--- src/rtl/sample_strip_iter.sv ---
// Raster-order box iterator: walks a snapped bounding box and emits one horizontal
// strip of SAMPS subsample centres per cycle, with the triangle and colour alongside.
module sample_strip_iter #(
   parameter int SIGFIG = 24,
   parameter int RADIX  = 10,
   parameter int VERTS  = 3,
   parameter int AXIS   = 3,
   parameter int COLORS = 3,
   parameter int SAMPS  = 4
) (
   input  logic                                     clk,
   input  logic                                     rst,
   input  logic [VERTS-1:0][AXIS-1:0][SIGFIG-1:0]   tri_R13S,
   input  logic [COLORS-1:0][SIGFIG-1:0]            color_R13U,
   input  logic [1:0][1:0][SIGFIG-1:0]              box_R13S,
   input  logic                                     validTri_R13H,
   input  logic [3:0]                               subSample_RnnnnU,
   output logic                                     halt_RnnnnL,
   output logic [VERTS-1:0][AXIS-1:0][SIGFIG-1:0]   tri_R14S,
   output logic [COLORS-1:0][SIGFIG-1:0]            color_R14U,
   output logic [1:0][SAMPS-1:0][SIGFIG-1:0]        sample_R14S,
   output logic [SAMPS-1:0]                         validSamp_R14H
);

   // One guard bit so lane and cursor arithmetic never wraps at the positive edge.
   localparam int W = SIGFIG + 1;

   typedef enum logic {WAIT, TEST} state_t;

   state_t state, state_nxt;

   logic [VERTS-1:0][AXIS-1:0][SIGFIG-1:0] tri_q;
   logic [COLORS-1:0][SIGFIG-1:0]          color_q;
   logic signed [W-1:0] step_q, ur_x_q, ur_y_q, ll_x_q, cx_q, cy_q;

   logic signed [W-1:0] box_ll_x, box_ll_y, box_ur_x, box_ur_y;
   logic signed [W-1:0] step_in;
   logic signed [W-1:0] lane_x [SAMPS];
   logic signed [W-1:0] next_x, next_y;
   logic [SAMPS-1:0]    lane_valid;
   logic                box_empty;
   logic                adv_x, adv_y;

   assign box_ll_x  = {box_R13S[0][0][SIGFIG-1], box_R13S[0][0]};
   assign box_ll_y  = {box_R13S[0][1][SIGFIG-1], box_R13S[0][1]};
   assign box_ur_x  = {box_R13S[1][0][SIGFIG-1], box_R13S[1][0]};
   assign box_ur_y  = {box_R13S[1][1][SIGFIG-1], box_R13S[1][1]};
   assign box_empty = (box_ur_x < box_ll_x) || (box_ur_y < box_ll_y);

   assign halt_RnnnnL = (state == WAIT);

   // NOTE: every always_comb output gets a default first so no path can infer a latch.
   always_comb begin
      step_in = W'(1) << RADIX;
      if      (subSample_RnnnnU[3]) step_in = W'(1) << RADIX;
      else if (subSample_RnnnnU[2]) step_in = W'(1) << (RADIX - 1);
      else if (subSample_RnnnnU[1]) step_in = W'(1) << (RADIX - 2);
      else if (subSample_RnnnnU[0]) step_in = W'(1) << (RADIX - 3);
   end

   always_comb begin
      lane_x[0]     = cx_q;
      lane_valid[0] = (cx_q <= ur_x_q);
      for (int k = 1; k < SAMPS; k++) begin
         lane_x[k]     = lane_x[k-1] + step_q;
         lane_valid[k] = (lane_x[k] <= ur_x_q);
      end
      next_x = lane_x[SAMPS-1] + step_q;
      next_y = cy_q + step_q;
      adv_x  = (next_x <= ur_x_q);
      adv_y  = (next_y <= ur_y_q);
   end

   always_comb begin
      state_nxt = state;
      case (state)
         WAIT: if (validTri_R13H && !box_empty) state_nxt = TEST;
         TEST: if (!adv_x && !adv_y)            state_nxt = WAIT;
         default:                               state_nxt = WAIT;
      endcase
   end

   // NOTE: sequential state uses non-blocking assignments so every register samples pre-edge values.
   always_ff @(posedge clk) begin
      if (rst) state <= WAIT;
      else     state <= state_nxt;
   end

   always_ff @(posedge clk) begin
      if (rst) begin
         tri_q          <= '0;
         color_q        <= '0;
         step_q         <= '0;
         ll_x_q         <= '0;
         ur_x_q         <= '0;
         ur_y_q         <= '0;
         cx_q           <= '0;
         cy_q           <= '0;
         tri_R14S       <= '0;
         color_R14U     <= '0;
         sample_R14S    <= '0;
         validSamp_R14H <= '0;
      end else if (state == WAIT) begin
         validSamp_R14H <= '0;
         // Empty boxes are latched too; they are simply never iterated.
         if (validTri_R13H) begin
            tri_q   <= tri_R13S;
            color_q <= color_R13U;
            step_q  <= step_in;
            ll_x_q  <= box_ll_x;
            ur_x_q  <= box_ur_x;
            ur_y_q  <= box_ur_y;
            cx_q    <= box_ll_x;
            cy_q    <= box_ll_y;
         end
      end else begin
         tri_R14S       <= tri_q;
         color_R14U     <= color_q;
         validSamp_R14H <= lane_valid;
         for (int k = 0; k < SAMPS; k++) begin
            sample_R14S[0][k] <= lane_x[k][SIGFIG-1:0];
            sample_R14S[1][k] <= cy_q[SIGFIG-1:0];
         end
         if (adv_x) begin
            cx_q <= next_x;
         end else if (adv_y) begin
            cx_q <= ll_x_q;
            cy_q <= next_y;
         end
      end
   end

endmodule

--- config.mk ---
export PLATFORM = sky130hd
export DESIGN_NAME = sample_strip_iter
export DESIGN_NICKNAME = d
export VERILOG_FILES = /design/src/rtl/sample_strip_iter.sv
export SDC_FILE = /design/constraint.sdc
export NUM_CORES = 2
export LEC_CHECK = 0
export CORE_AREA = 10 10 329 331
export CTS_CLUSTER_DIAMETER = 80
export DETAILED_ROUTE_END_ITERATION = 8
export DIE_AREA = 0 0 339 341
export PLACE_DENSITY = 0.57
export SLEW_MARGIN = 20
export SYNTH_ARGS = -nofsm -noshare
export SYNTH_HDL_FRONTEND = slang
export SYNTH_SLANG_ARGS = --single-unit
--- constraint.sdc ---
create_clock -name clk -period 9.3 [get_ports clk]
set_input_delay 1.395 -clock clk [delete_from_list [all_inputs] [get_ports clk]]
set_output_delay 1.395 -clock clk [all_outputs]
set_load 0.02 [all_outputs]
==> flow_metrics.py <==
metrics = {
    "run_status": {
        "run_status": "finished clean",
    },
    "clock_tree": {
        "clock_sinks": 805,
        "max-clock-path-buffers": 3,
        "cts_tree": "yes",
        "cts_setup_buffers": 0,
        "postCtsHoldBufs": 0,
        "cts_buffers": 93,
        "ctsResizeCount": 0,
        "clock_tree.root_cell": "sky130_fd_sc_hd__clkbuf_16",
        "clk_latency_worst_skew_pair_ns": 0.68,
        "cts-htree-levels": 3,
        "cts.reportedPaths.clkPinSlew_ns": 0.06,
    },
    "sta": {
        "fin_crit_ns": 8.44,
        "maxClockFrequency_mhz": 118,
        "hold_viol_final": 0,
        "setup_skew_ns": 0.0317,
        "fin_crit_sh_pct": 90.8,
        "timing.slew.headroom_pct": 21.4,
        "number_of_pins_with_negative_max_slew_slack_in_the_final_report": 0,
        "rsz0062_at_grt": "false",
        "setup-violations-final": 0,
        "tightest_slew_ns": 1.18,
        "setup_total_negative_slack_ns": 0,
    },
    "setup_path": {
        "timing.critical_path.fanout_max": 21,
        "slowest_delay_ns": 0.59,
        "worstPathArrival_ns": 9.04,
        "path_class": "register to register",
        "cp.required_ns": 9.90,
        "crit_slowest_cell": "sky130_fd_sc_hd__xnor2_1",
        "most_common_cell_on_crit_path": "sky130_fd_sc_hd__a21o_1",
        "timing.critical_path.from_type": "register",
        "end_kind": "register",
    },
    "yosys": {
        "biggest_area_consumer_among_synthesized_cells": "sky130_fd_sc_hd__dfxtp_1",
        "async_reset_ff_share_pct": 0,
        "synth_seq_area_share_pct": 45.5,
        "synth_top_cells_by_count": "sky130_fd_sc_hd__dfxtp_1 (805), sky130_fd_sc_hd__nand2_1 (788), sky130_fd_sc_hd__nor2_1 (468)",
        "synth.top_cell.area_share_pct": 45.5,
        "net_count_of_the_mapped_netlist": 4683,
        "synthesis.instances": 4103,
        "yosys_warnings": 0,
        "netlist_area_sq_um": 35400,
        "number_of_enable_flip_flop_cells_after_synthesis": 0,
        "yosys.cell_types.count": 84,
        "synth.top_cells.by_area": "sky130_fd_sc_hd__dfxtp_1 (45%), sky130_fd_sc_hd__mux2i_1 (10%), sky130_fd_sc_hd__nand2_1 (8.3%)",
        "synth-main-ff-cell": "sky130_fd_sc_hd__dfxtp_1",
        "ys_ff_latch": 805,
        "synthesis.area_per_instance_sq_um": 8.63,
        "synth.most_common_cell": "sky130_fd_sc_hd__dfxtp_1",
    },
    "min_path": {
        "hp-class": "register to register",
    },
    "finish": {
        "synthesis_to_finish_area_growth_pct": 34.8,
        "final_net_count": 5328,
        "drive_above_1_share_pct": 4.54,
        "layout.filler_cells": 9951,
        "layout.cell_area.non_filler_sq_um": 47800,
    },
    "place": {
        "finalWeightedCongestion": 0.868,
        "place_hpwl_um": 102000,
        "placed_area_sq_um": 44500,
        "port_buffers": 875,
    },
    "drt": {
        "drt_iter0_drc": 1750,
        "detail_route.vias_per_cell": 4.89,
        "routed_wl_um": 137000,
        "routedWlPerCell_um": 22.0,
        "drtAntennaViolNets": 0,
        "detail_route.first_pass.iterations": 5,
        "vias": 30300,
        "drc": 0,
    },
    "floorplan": {
        "die_h_um": 341,
        "ioPinCount": 876,
        "rows": 117,
        "fp.dieW_um": 339,
        "floorplan.initialDensity_pct": 34.9,
        "design.core.area_sq_um": 101000,
        "floorplan.die_area_sq_um": 116000,
    },
    "grt": {
        "grt_pass1_vias": 29600,
        "grt_pass1_wl_um": 198000,
        "grt_usage_pct": 22.4,
        "antenna_found_initial": 33,
        "globalRoute.totalOverflow": 0,
        "grt_max_degree": 194,
    },
    "power": {
        "power_per_cell_area_nw_per_um2": 264,
        "ir_drop_mv": 0.178,
        "p_leak_uw": 0.0185,
    },
    "job": {
        "max_cap_viol_count": 0,
    },
}
cell families after synthesis:
family                   after synthesis  share of synthesized area, %
AO/OA/AOI/OAI                        696                          11.5
XOR/XNOR                              75                          1.99
adder cells (fa/ha/maj)              189                          6.78
buffers and inverters                484                          6.23
flip-flops                           805                          45.5
multiplexers                         376                          10.7
AND/OR/NAND/NOR                     1478                          17.3
cell usage in the layout, fill, tap and decap left out, drive strengths merged, types with 34 or more instances in the layout:
| master | synthesis | final |
|---|---|---|
| nand2 | 789 | 789 |
| inv | 135 | 139 |
| nand4 | 35 | 35 |
| xnor2 | 47 | 47 |
| a21oi | 436 | 436 |
| clkdlybuf4s50 | 0 | 874 |
| clkbuf | 201 | 138 |
| nor3 | 40 | 40 |
| a211oi | 44 | 44 |
| nand3 | 34 | 34 |
| ha | 184 | 184 |
| dfxtp | 805 | 805 |
| o21ai | 54 | 54 |
| nor2 | 470 | 470 |
| a21o | 59 | 59 |
| mux2i | 367 | 367 |
where the power goes:
part           total [uW]  internal, uW  switching (uW)  leakage [uW]
logic                4510          1870            2640        0.0103
registers            4330          3890             434       0.00657
clock network        3790          2210            1580       0.00157
total               12600          7980            4650        0.0185
registers in the layout (all words and copies together) (netlist names), 24 cells and up:
signal,count
ur_y_q,24
ur_x_q,24
color_q,72
cy_q,25
ll_x_q,24
tri_R14S,216
tri_q,216
cx_q,25
sample_R14S,98
color_R14U,72
worst paths after layout:
path | startpoint | to | cells past startpoint | slack (ns)
max reg2reg | step_q[7]$_SDFFE_PP0P_ | cy_q[22]$_SDFFE_PP0P_ | 29 | 0.86
min | color_q[45]$_SDFFE_PP0P_ | color_q[45]$_SDFFE_PP0P_ | 2 | 0.45
min reg2reg | color_q[45]$_SDFFE_PP0P_ | color_q[45]$_SDFFE_PP0P_ | 2 | 0.45
max | step_q[7]$_SDFFE_PP0P_ | cy_q[22]$_SDFFE_PP0P_ | 29 | 0.86
metrics by stage:
stage          setup WS, ns  hold slack, ns  instances  utilization, %  total power (uW)
2_1_floorplan          2.32           0.431       4103               -              7240
3_3_place_gp          0.982           0.440       6021            43.9              8890
3_5_place_dp          0.917           0.446       6021            43.9              8910
4_1_cts               0.865           0.454       6194            47.0             12700
5_1_grt               0.288           0.468       6200            47.1             13300
6_report              0.859           0.452       6204            47.1             12600
metal layers:
layer	track usage, %	up-vias	routed length (um)
li1	-	15000	-
met1	24.8	14200	52800
met2	39.6	844	68400
met3	7.30	231	10500
met4	8.12	34	4680
met5	0	-	229
layout make-up:
class / count / area (sq um) / area share (%)
diodes: 10 / 25.0 / 0.0524
clock buffers: 138 / 2750 / 5.75
clock inverters: 35 / 472 / 0.988
inverters: 135 / 507 / 1.06
multi-input cells: 2814 / 17100 / 35.9
flip-flops and latches: 805 / 16100 / 33.8
well taps: 1368 / 1710 / 3.58
repair buffers: 899 / 9040 / 18.9
worst max-delay path: cells and delay by family (launching register included):
kind / cells / cell delay, ns
adder cells (fa/ha/maj): 5 / 1.74
flip-flops: 1 / 0.29
AND/OR/NAND/NOR: 7 / 1.52
multiplexers: 1 / 0.35
buffers and inverters: 2 / 0.42
AO/OA/AOI/OAI: 10 / 2.49
XOR/XNOR: 4 / 1.51
Power figures use the tool's default switching activity.
